===== src/rtl/sma_chan_sched_if.sv =====
// sma_chan_sched_if: per-channel sample inputs and
// the shared registered result port.
interface sma_chan_sched_if #(
  parameter int CHANNELS = 4,
  parameter int WIDTH    = 16
);
  localparam int CW =
    (CHANNELS > 1) ? $clog2(CHANNELS) : 1;

  logic [CHANNELS-1:0]       in_valid;
  logic [CHANNELS-1:0]       in_ready;
  logic [CHANNELS*WIDTH-1:0] in_x;
  logic                      out_valid;
  logic                      out_ready;
  logic [WIDTH-1:0]          out_y;
  logic [CW-1:0]             out_ch;

  modport master (
    output in_valid, in_x, out_ready,
    input  in_ready, out_valid, out_y, out_ch
  );

  modport slave (
    input  in_valid, in_x, out_ready,
    output in_ready, out_valid, out_y, out_ch
  );
endinterface


===== src/rtl/sma_chan_sched.sv =====
// sma_chan_sched: round-robin shared 4-tap moving
// average over CHANNELS sample streams.
module sma_chan_sched #(
  parameter int CHANNELS = 4,
  parameter int WIDTH    = 16
) (
  input logic clk,
  input logic rst,
  input logic flush,
  sma_chan_sched_if.slave bus
);
  localparam int CW =
    (CHANNELS > 1) ? $clog2(CHANNELS) : 1;
  localparam int SW = WIDTH + 2;

  logic signed [WIDTH-1:0] h1 [CHANNELS];
  logic signed [WIDTH-1:0] h2 [CHANNELS];
  logic signed [WIDTH-1:0] h3 [CHANNELS];
  logic [CW-1:0]           ptr;

  logic                    ov;
  logic [WIDTH-1:0]        oy;
  logic [CW-1:0]           och;

  logic                    slot_free;
  logic                    gnt_vld;
  logic                    xfer;
  logic [CW-1:0]           gnt;
  logic [CHANNELS-1:0]     rot;
  int                      off;

  logic signed [WIDTH-1:0] x;
  logic signed [SW-1:0]    sum;
  logic signed [SW-1:0]    adj;
  logic [WIDTH-1:0]        avg;

  assign slot_free = !ov || bus.out_ready;

  // requests rotated so bit 0 is the channel after ptr
  assign rot = CHANNELS'(
    {bus.in_valid, bus.in_valid} >> (int'(ptr) + 1));

  // lowest set bit of the rotated view wins
  always_comb begin
    gnt_vld = 1'b0;
    off     = 0;
    for (int j = CHANNELS - 1; j >= 0; j--) begin
      if (rot[j]) begin
        gnt_vld = 1'b1;
        off     = j;
      end
    end
  end

  assign gnt  = CW'((int'(ptr) + 1 + off) % CHANNELS);
  assign xfer = rst && slot_free && !flush && gnt_vld;

  // one-hot accept for the granted channel only
  always_comb begin
    bus.in_ready = '0;
    for (int i = 0; i < CHANNELS; i++) begin
      bus.in_ready[i] = xfer && (gnt == CW'(i));
    end
  end

  assign x   = bus.in_x[int'(gnt)*WIDTH +: WIDTH];
  assign sum = SW'(x) + SW'(h1[gnt])
             + SW'(h2[gnt]) + SW'(h3[gnt]);
  // bias negatives by 3 so the shift rounds toward zero
  assign adj = sum + {{(SW-2){1'b0}},
                      sum[SW-1], sum[SW-1]};
  assign avg = WIDTH'(adj >>> 2);

  // histories, arbitration pointer and result register
  always_ff @(posedge clk) begin
    if (!rst) begin
      for (int i = 0; i < CHANNELS; i++) begin
        h1[i] <= '0;
        h2[i] <= '0;
        h3[i] <= '0;
      end
      ptr <= CW'(CHANNELS - 1);
      ov  <= 1'b0;
      oy  <= '0;
      och <= '0;
    end else begin
      if (flush) begin
        for (int i = 0; i < CHANNELS; i++) begin
          h1[i] <= '0;
          h2[i] <= '0;
          h3[i] <= '0;
        end
      end else if (xfer) begin
        h3[gnt] <= h2[gnt];
        h2[gnt] <= h1[gnt];
        h1[gnt] <= x;
      end
      if (xfer) begin
        ov  <= 1'b1;
        oy  <= avg;
        och <= gnt;
        ptr <= gnt;
      end else if (ov && bus.out_ready) begin
        ov  <= 1'b0;
      end
    end
  end

  assign bus.out_valid = ov;
  assign bus.out_y     = oy;
  assign bus.out_ch    = och;
endmodule


===== src/flat_wrapper.sv =====
// flat-port wrapper written by rule: the top's interface ports become plain ports
module sma_chan_sched_flat 
#(
  parameter int CHANNELS = 4,
  parameter int WIDTH    = 16
)
  (clk, rst, flush, bus_in_valid, bus_in_x, bus_out_ready, bus_in_ready, bus_out_valid, bus_out_y, bus_out_ch);
  sma_chan_sched_if #(.CHANNELS(CHANNELS), .WIDTH(WIDTH)) bus_i ();
  input logic clk;
  input logic rst;
  input logic flush;
  input wire logic [$bits(bus_i.in_valid)-1:0] bus_in_valid;
  input wire logic [$bits(bus_i.in_x)-1:0] bus_in_x;
  input wire logic [$bits(bus_i.out_ready)-1:0] bus_out_ready;
  output wire logic [$bits(bus_i.in_ready)-1:0] bus_in_ready;
  output wire logic [$bits(bus_i.out_valid)-1:0] bus_out_valid;
  output wire logic [$bits(bus_i.out_y)-1:0] bus_out_y;
  output wire logic [$bits(bus_i.out_ch)-1:0] bus_out_ch;
  assign bus_i.in_valid = bus_in_valid;
  assign bus_i.in_x = bus_in_x;
  assign bus_i.out_ready = bus_out_ready;
  assign bus_in_ready = bus_i.in_ready;
  assign bus_out_valid = bus_i.out_valid;
  assign bus_out_y = bus_i.out_y;
  assign bus_out_ch = bus_i.out_ch;
  sma_chan_sched #(.CHANNELS(CHANNELS), .WIDTH(WIDTH)) u_core (.clk(clk), .rst(rst), .flush(flush), .bus(bus_i));
endmodule

===== config.mk =====
export PLATFORM = sky130hd
export DESIGN_NAME = sma_chan_sched_flat
export DESIGN_NICKNAME = d
export VERILOG_FILES = /design/src/rtl/sma_chan_sched_if.sv /design/src/rtl/sma_chan_sched.sv /design/src/flat_wrapper.sv
export SDC_FILE = /design/constraint.sdc
export NUM_CORES = 1
export LEC_CHECK = 0
export CAP_MARGIN = 20
export CORE_UTILIZATION = 55
export DETAILED_ROUTE_END_ITERATION = 6
export GPL_ROUTABILITY_DRIVEN = 0
export PLACE_DENSITY = 0.81
export SYNTH_ARGS = -nofsm -noshare
export SYNTH_HDL_FRONTEND = slang
export SYNTH_SLANG_ARGS = --single-unit

===== constraint.sdc =====
create_clock -name clk -period 11.9 [get_ports clk]
set_input_delay 2.38 -clock clk [delete_from_list [all_inputs] [get_ports clk]]
set_output_delay 2.38 -clock clk [all_outputs]
set_load 0.005 [all_outputs]

Word level (Yosys, flattened, before mapping)
Memories as Yosys holds them, arrays and structs flattened.
Index checks and enable logic that the tools add are counted.
Operators by class
  add/sub/neg operators: 6
  eq/ne operators: 3
  shifts and indexed selects: 2
  muxes and demuxes: 39
  bitwise operators: 12
  reduce and logical (&&, ||, !) cells: 16
Operators with widths (number)
  $mux W16: 15
  $shiftx A64 B7 Y16: 1
  $reduce_or A16 Y1: 3
  $add A17 B16 Y18: 1
  $add A18 B16 Y18: 1
  $add A18 B2 Y18: 1
  $add A16 B16 Y17: 1
  $mux W1: 17
  $mux W2: 7
  $or A1 B1 Y1: 12
  $logic_and A1 B1 Y1: 8
  $shr A8 B3 Y4: 1
  $eq A2 B2 Y1 const B: 2
  $add A2 B1 Y3 const B: 1
  $add A2 B2 Y2: 1
  $eq A2 B1 Y1 const B: 1
  $logic_not A1 Y1: 2
  $logic_not A2 Y1: 1
  $reduce_bool A2 Y1: 1
  $logic_or A1 B1 Y1: 1
Word-level totals
  register bits after elaboration: 21
  RAM bits: 192
  output and inout port bits: 23
  word-level logic and storage cells: 85
  memories: 3
Memory list
  u_core.h1: depth 4, bits a word 16, read ports 1, clocked after Yosys merged registers in 0, wr ports 4, line sma_chan_sched.sv:16  | logic signed [WIDTH-1:0] h1 [CHANNELS];
  u_core.h2: depth 4, bits a word 16, read ports 1, clocked after Yosys merged registers in 0, wr ports 4, line sma_chan_sched.sv:17  | logic signed [WIDTH-1:0] h2 [CHANNELS];
  u_core.h3: depth 4, bits a word 16, read ports 1, clocked after Yosys merged registers in 0, wr ports 4, line sma_chan_sched.sv:18  | logic signed [WIDTH-1:0] h3 [CHANNELS];

Depth between registers and ports, before layout
Gate-level depths: netlist (run 1).
  word-level depth: 13
  depth in mapped cells: 33

Least setup slack after synthesis (run 1)
OpenSTA, ideal clock, no wires.
  kind: input to register
  start point: in bus_in_valid[2]
  end point: reg u_core.oy[14], in the netlist u_core.bus.out_y[14]
  library setup time: 74 ps
  arrival time: 9980 ps
  required time: 11826 ps
  slack: 1846 ps
  cell stages on the path: 29
  path through: clkbuf_1 nor2_1 a221oi_1 a21oi_1 a211o_1 ha_1 clkbuf_1 buf_2 clkbuf_1 buf_1 mux4_2 fa_1 inv_1 fa_1 inv_1 ha_1 buf_2 a21oi_2 o2bb2ai_1 a221oi_2 nand2_1 xor2_1 ha_1 nand2_1 a2111o_1 a31oi_4 nand4_4 or4_1 a31oi_1
Between the ends
  word-level cells in the longest chain between the ends: 11
  elaborated cells on any way between the ends: 19
  those cells by class: add/sub (5); shift (2); mux (8); reduce/logical (1); memory (3)
RTL lines
  from (decl): line flat_wrapper.sv:12  | input wire logic [$bits(bus_i.in_valid)-1:0] bus_in_valid;
  $shr A8 B3 Y4 *: line sma_chan_sched.sv:41  | {bus.in_valid, bus.in_valid} >> (int'(ptr) + 1));
  $mux W2 (3 in series): line sma_chan_sched.sv:48  | if (rot[j]) begin
  $mux W2 *: line sma_chan_sched.sv:48
  $add A2 B2 Y2 *: line sma_chan_sched.sv:55  | assign gnt = CW'((int'(ptr) + 1 + off) % CHANNELS);
  named net u_core.gnt[0]: line sma_chan_sched.sv:28  | logic [CW-1:0] gnt;
  $shiftx A64 B7 Y16 or $mem_v2 Z4 W16 (tied branches)
  $add A16 B16 Y17: line sma_chan_sched.sv:67  | assign sum = SW'(x) + SW'(h1[gnt])
  $add A17 B16 Y18: line sma_chan_sched.sv:68  | + SW'(h2[gnt]) + SW'(h3[gnt]);
  $add A18 B16 Y18 *: line sma_chan_sched.sv:68
  $add A18 B2 Y18 *: line sma_chan_sched.sv:70  | assign adj = sum + {{(SW-2){1'b0}},
  to (signal assigned): line sma_chan_sched.sv:100  | oy <= avg;
  to (decl): line sma_chan_sched.sv:22  | logic [WIDTH-1:0] oy;
The timed path passes the listed nets; every way through them passes the cells marked *.
A chain may end at the register's enable or synchronous reset.

Worst setup path after layout (run 1)
  start point: in bus_in_valid[2]
  end point: reg u_core.oy[14], in the netlist u_core.bus.out_y[14]
Between the ends
  word-level cells in the longest chain between the ends: 11
  elaborated cells on any way between the ends: 19
  those cells by class: add/sub (5); shift (2); mux (8); reduce/logical (1); memory (3)
RTL lines (line)
  $shr A8 B3 Y4 *: sma_chan_sched.sv:41
  $mux W2 (4 in series): sma_chan_sched.sv:48
  $add A2 B2 Y2: sma_chan_sched.sv:55
  $shiftx A64 B7 Y16 or $mem_v2 Z4 W16 (tied branches)
  $add A16 B16 Y17: sma_chan_sched.sv:67
  $add A17 B16 Y18: sma_chan_sched.sv:68
  $add A18 B16 Y18: sma_chan_sched.sv:68
  $add A18 B2 Y18: sma_chan_sched.sv:70
Mark *: on every way between the ends. The rest lies on a longest branch, timed or not.

==> flow_summary.ini, run 1 <==
[power]
p_leak_nw = 5.33
p_per_area_nw_per_um2 = 281
ir_worst_vdd_uv = 210

[global_route]
grt_start_max_net_pins = 61
track_usage_pct = 25.4
overflow = 0
antenna_found_initial = 0
grt_pass1_wl_microns = 42600
grt_pass1_vias = 7886

[sta]
tns_ns = 0
timing.slew.headroom_pct = 25.6
period_minus_slack_ns = 9.99
final_max_slew_viol_count = 0
period_share_pct = 83.9
rsz0062_at_grt = false
finClkSkew_ns = 0.0106
max_freq_ghz = 0.100
timing_hold_violations_final = 0
finalSetupViolations = 0
tightest_slew_ns = 1.11

[floorplan]
die_h_microns = 148
core_sq_um = 21000
initial_core_util_pct = 56.1
placementRows = 53
die_area_sq_um = 22000
io_pins = 95
die-width_microns = 148

[cts]
cts_tree = done
clk_path_buf_depth = 3
cts_sinks = 213
post-cts-setup-buffer-count = 0
numCtsBuffers = 23
clkSlewWorstSetupHoldPaths_ns = 0.06
worstSkewPairLatency_ns = 0.51
cts_resized = 0
ctsHoldBuffers = 0
h-tree-depth = 1
root_buffer = clkbuf_16

[layout]
final_common_cell = edfxtp_1
fin_area_sq_um = 13800
antenna_cells = 0
nets = 1104
layout-drive-gt1-share_pct = 14.2
area_growth_pct = 16.7
final_cell_mix = 192 x edfxtp_1, 154 x and2_1, 94 x clkdlybuf4s50_1, 87 x inv_1, 64 x mux4_2

[synthesis]
syn_area_sq_um = 11800
synthFlopType = edfxtp_1
yosysTopAreaCellShare_pct = 48.9
synthCells = 903
synth.area.top_cells = edfxtp_1 49%, mux4_2 12%, and2_1 8.2%
async_reset_ff_share_pct = 0
ys_seq_area_share_pct = 52.5
yosysUniqueCellTypes = 65
synth_seq_cells = 213
synth_fp_nets = 1027
synth_top_area_cell = edfxtp_1
yosysWarnings = 0
synth-edff-count = 192
avgSynthCellArea_sq_um = 13.1

[critical_path]
r2r_end = u_core.bus.out_y[14]$_SDFFE_PN0P_
worstReg2RegStart = u_core.ptr[0]$_SDFFE_PN1P_
r2r_setup_slack_ns = 3.79
worstPathRequired_ns = 12.33
rr_worst_depth = 28
critPathKind = in2reg
worst_setup_path_start_kind = input port
arrival_ns = 10.42
critPathMaxFanout = 60
end_kind = flip-flop

[place]
place_area_sq_um = 13000
hpwl_microns = 16400
io_buffers = 94

[min_path]
holdPathEnd = u_core.bus.out_ch[1]$_SDFFE_PN0P_
min_path_type = reg2reg
hold-path-cell-count = 2
hp-start = u_core.bus.out_ch[1]$_SDFFE_PN0P_

[run]
maxCapViolCount = 0

[drt]
drt_wl_total_microns = 26500
ant_nets = 0
vias = 7480
detail_route.first_pass.iterations = 5
drt_drc_violations_left = 0
drt-initial-drc-count = 577
wire_per_inst_microns = 20.9
vias_per_cell = 5.89

[run_status]
status = finished clean
-- cells in the mapped netlist (all sizes together) (3+ instances only) --
| library cell | number |
|---|---|
| inv | 87 |
| o211ai | 6 |
| nand2b | 7 |
| nand2 | 27 |
| a221oi | 3 |
| and2 | 156 |
| nor4 | 4 |
| a31oi | 8 |
| fa | 33 |
| a21oi | 21 |
| a21o | 6 |
| a211oi | 8 |
| edfxtp | 192 |
| nor3 | 46 |
| clkbuf | 36 |
| ha | 19 |
| dfxtp | 21 |
| o21a | 4 |
| nor2 | 30 |
| and3 | 3 |
| nand4 | 8 |
| a31o | 3 |
| mux4 | 64 |
| buf | 19 |
| nor2b | 3 |
| xor2 | 11 |
| xnor2 | 19 |
| nand3 | 15 |
| o21ai | 17 |
-- metal layers --
layer,share of wire (%),up-vias,GRT usage (%)
met4,2.2,0,6.70
met2,53,251,45.2
met1,40,3765,32.9
li1,-,3422,-
met5,0,-,0
met3,5.2,42,3.37
-- registers in the layout (all words and copies together), names as in the netlist --
signal and flops:
u_core.h2 64, u_core.h1 64, u_core.ptr 2, u_core.bus.out_ch 2
u_core.bus.out_y 16, u_core.bus.out_valid 1, u_core.h3 64
-- worst max path at each step --
stage,end,slack (ns),start,cells after the start
6_report,u_core.bus.out_y[14]$_SDFFE_PN0P_,1.91,bus_in_valid[2],28
5_1_grt,u_core.bus.out_y[14]$_SDFFE_PN0P_,1.55,bus_in_valid[2],28
4_1_cts,u_core.bus.out_y[14]$_SDFFE_PN0P_,2.01,bus_in_valid[2],28
3_5_place_dp,u_core.bus.out_y[14]$_SDFFE_PN0P_,1.52,bus_in_valid[2],25
3_3_place_gp,u_core.bus.out_y[14]$_SDFFE_PN0P_,1.71,bus_in_valid[2],28
2_1_floorplan,u_core.bus.out_y[14]$_SDFFE_PN0P_,1.85,bus_in_valid[2],29
-- through the flow --
| step | util (%) | power, mW | std cells | hold WS [ns] | worst slack (ns) |
|---|---|---|---|---|---|
| 5_1_grt | 65.4 | 4.13 | 1271 | 0.482 | 1.55 |
| 3_5_place_dp | 61.9 | 3.13 | 1230 | 0.462 | 1.52 |
| 4_1_cts | 65.4 | 3.86 | 1271 | 0.470 | 2.01 |
| 6_report | 65.4 | 3.86 | 1271 | 0.466 | 1.91 |
| 3_3_place_gp | 61.9 | 3.09 | 1230 | 0.447 | 1.71 |
| 2_1_floorplan | - | 2.60 | 903 | 0.448 | 1.85 |
-- area by class of cell --
cell class              instances  area [sq um]
clock buffers                  33           667
clock inverters                 8          70.1
fillers                      1495          7270
inverters                      88           330
multi-input cells             547          5110
flip-flops and latches        213          6190
well taps                     275           344
repair buffers                107          1050
-- critical path, stage by stage --
cell and delay, ns:
clkdlybuf4s50_1 0.62, nor2_1 0.08, a221oi_1 0.28, a21oi_1 0.07
a211o_1 0.31, ha_4 0.16, xor2_1 0.14, xnor2_1 0.38
xnor2_2 0.20, buf_12 0.34, mux4_2 0.43, fa_1 0.55
inv_1 0.07, fa_1 0.53, inv_1 0.05, ha_1 0.43
a21oi_2 0.35, o2bb2ai_1 0.12, a221oi_2 0.39, nand2_1 0.11
xor2_1 0.35, ha_1 0.23, nand2_1 0.07, a2111o_1 0.47
a31oi_4 0.38, nand4_4 0.18, or4_1 0.50, a31oi_1 0.16
-- cell families (layout without fill, tap and decap cells) --
family | count (synthesis) | count (layout) | share of synthesized area (%)
AND/OR/NAND/NOR | 311 | 311 | 15.1
flip-flops | 213 | 213 | 52.5
buffers and inverters | 143 | 236 | 4.86
AO/OA/AOI/OAI | 88 | 88 | 5.27
multiplexers | 66 | 66 | 12.4
adder cells (fa/ha/maj) | 52 | 52 | 7.62
XOR/XNOR | 30 | 30 | 2.23
-- power by group --
part	switching, mW	internal, mW	total, mW
clock network	0.284	0.411	0.695
registers	0.0287	0.896	0.925
logic	1.37	0.874	2.24
Note: power is estimated with default switching activity, not from simulation.
==> run 2: changes to the inputs <==
--- a/config.mk
+++ b/config.mk
@@ -6,10 +6,10 @@
 export NUM_CORES = 1
 export LEC_CHECK = 0
 export CAP_MARGIN = 20
-export CORE_UTILIZATION = 55
+export CORE_UTILIZATION = 53
 export DETAILED_ROUTE_END_ITERATION = 6
 export GPL_ROUTABILITY_DRIVEN = 0
-export PLACE_DENSITY = 0.81
+export PLACE_DENSITY = 0.82
 export SYNTH_ARGS = -nofsm -noshare
 export SYNTH_HDL_FRONTEND = slang
 export SYNTH_SLANG_ARGS = --single-unit
==> constraint.sdc (replaced) <==
create_clock -name clk -period 9.03 [get_ports clk]
set_input_delay 1.806 -clock clk [delete_from_list [all_inputs] [get_ports clk]]
set_output_delay 1.806 -clock clk [all_outputs]
set_load 0.005 [all_outputs]
==> flow_summary.ini, run 2 (synthesis gave the netlist of run 1 again) <==
[cts]
h-tree-depth = 1
clk_path_buf_depth = 3
clkSlewWorstSetupHoldPaths_ns = 0.06
cts_tree = done
root_buffer = clkbuf_16
cts_sinks = 213
post-cts-setup-buffer-count = 0
worstSkewPairLatency_ns = 0.51
numCtsBuffers = 23

[critical_path]
critPathKind = in2reg
worstReg2RegStart = u_core.ptr[0]$_SDFFE_PN1P_
r2r_end = u_core.bus.out_y[14]$_SDFFE_PN0P_
worst_setup_path_start_kind = input port
worstPathRequired_ns = 9.46
arrival_ns = 9.04
r2r_setup_slack_ns = 1.62
end_kind = flip-flop
rr_worst_depth = 28
critPathMaxFanout = 11

[min_path]
min_path_type = reg2reg
hp-start = u_core.bus.out_ch[0]$_SDFFE_PN0P_
hold-path-cell-count = 2
holdPathEnd = u_core.bus.out_ch[0]$_SDFFE_PN0P_

[drt]
drt_wl_total_microns = 26400
detail_route.first_pass.iterations = 5
vias_per_cell = 5.77
drt-initial-drc-count = 590
vias = 7559
wire_per_inst_microns = 20.2
drt_drc_violations_left = 0
ant_nets = 0

[layout]
fin_area_sq_um = 14000
reg.largest.list = u_core.h1 x64, u_core.h2 x64, u_core.h3 x64
layout-drive-gt1-share_pct = 16.7
final_cell_mix = 192 x edfxtp_1, 154 x and2_1, 94 x clkdlybuf4s50_1, 87 x inv_1, 64 x mux4_2
area_growth_pct = 18.9
stdcell_count = 1309
nets = 1139
antenna_cells = 0
final_util_pct = 64.2
final_common_cell = edfxtp_1

[run_status]
status = finished clean

[global_route]
antenna_found_initial = 0
grt_start_max_net_pins = 50
grt_pass1_vias = 7861
overflow = 0
grt_pass1_wl_microns = 41900
track_usage_pct = 24.5

[power]
p_total_mw = 5.21
p_leak_nw = 5.49
p_per_area_nw_per_um2 = 371
ir_worst_vdd_uv = 253

[floorplan]
die-width_microns = 151
initial_core_util_pct = 54.0
die_area_sq_um = 22800
io_pins = 95
die_h_microns = 151
core_sq_um = 21800
placementRows = 54

[sta]
timing.slew.headroom_pct = 30.1
tightest_slew_ns = 1.05
timing_hold_violations_final = 0
period_minus_slack_ns = 8.61
period_share_pct = 95.4
finClkSkew_ns = 0.0102
rsz0062_at_grt = false
max_freq_ghz = 0.116
finalSetupViolations = 0
tns_ns = 0
final_max_slew_viol_count = 0

[place]
io_buffers = 94
place_inst = 1270
place_area_sq_um = 13300
hpwl_microns = 17200

[run]
maxCapViolCount = 0
-- run 2: timing repair --
item                                    CTS  global route
resized for setup                         0             2
endpoints found under the setup margin    0             2
hold buffers                              0             0
-- run 2: critical path: stages --
cell and delay, ns:
clkdlybuf4s50_1 0.55, nor2_1 0.07, a221oi_1 0.31, a21oi_1 0.09, a211o_1 0.32, ha_4 0.17
xor2_1 0.23, xnor2_2 0.12, xnor2_2 0.28, buf_12 0.20, mux4_2 0.54, inv_1 0.14
fa_1 0.50, fa_1 0.56, inv_1 0.04, ha_1 0.33, a21oi_1 0.20, nand2_1 0.10
a221oi_2 0.31, nand2_1 0.10, xor2_1 0.17, ha_1 0.31, nand2_1 0.07, a2111o_1 0.48
a31oi_4 0.25, nand4_4 0.14, or4_1 0.49, a31oi_1 0.16
-- run 2: worst max-delay path by stage --
stage,startpoint,endpoint,slack (ns)
2_1_floorplan,bus_in_valid[2],u_core.bus.out_y[14]$_SDFFE_PN0P_,0.05
3_3_place_gp,bus_in_valid[2],u_core.bus.out_y[14]$_SDFFE_PN0P_,0.1
3_5_place_dp,bus_in_valid[2],u_core.bus.out_y[14]$_SDFFE_PN0P_,-0.03
4_1_cts,bus_in_valid[2],u_core.bus.out_y[14]$_SDFFE_PN0P_,0.47
5_1_grt,bus_in_valid[2],u_core.bus.out_y[15]$_SDFFE_PN0P_,0.01
6_report,bus_in_valid[2],u_core.bus.out_y[14]$_SDFFE_PN0P_,0.42
-- run 2: power by group --
part           switching [mW]  internal [mW]  total, mW
Combinational            1.80           1.33       3.13
Sequential             0.0333           1.18       1.21
Clock                   0.369          0.492      0.861
-- run 2: per-layer routing --
metal,global-route usage [%],wire (microns),vias to the layer above
li1,-,-,3479
met1,31.7,10600,3755
met2,44.0,13800,279
met3,3.16,1470,46
met4,5.70,602,0
met5,0,0,-
-- run 2: per-stage QoR --
stage	setup WS [ns]	hold slack [ns]
floorplan	0.0520	0.448
global placement	0.0970	0.444
detailed placement	-0.0303	0.446
CTS	0.467	0.454
global route	0.0137	0.482
finish	0.419	0.454
-- run 2: final cells by class --
cell class,instances,area [sq um]
Inverter,88,330
Fill cell,1582,7810
Timing Repair Buffer,142,1350
Clock buffer,26,587
Clock inverter,13,88.8
Sequential cell,213,6190
Multi-Input combinational cell,547,5120
Tap cell,280,350
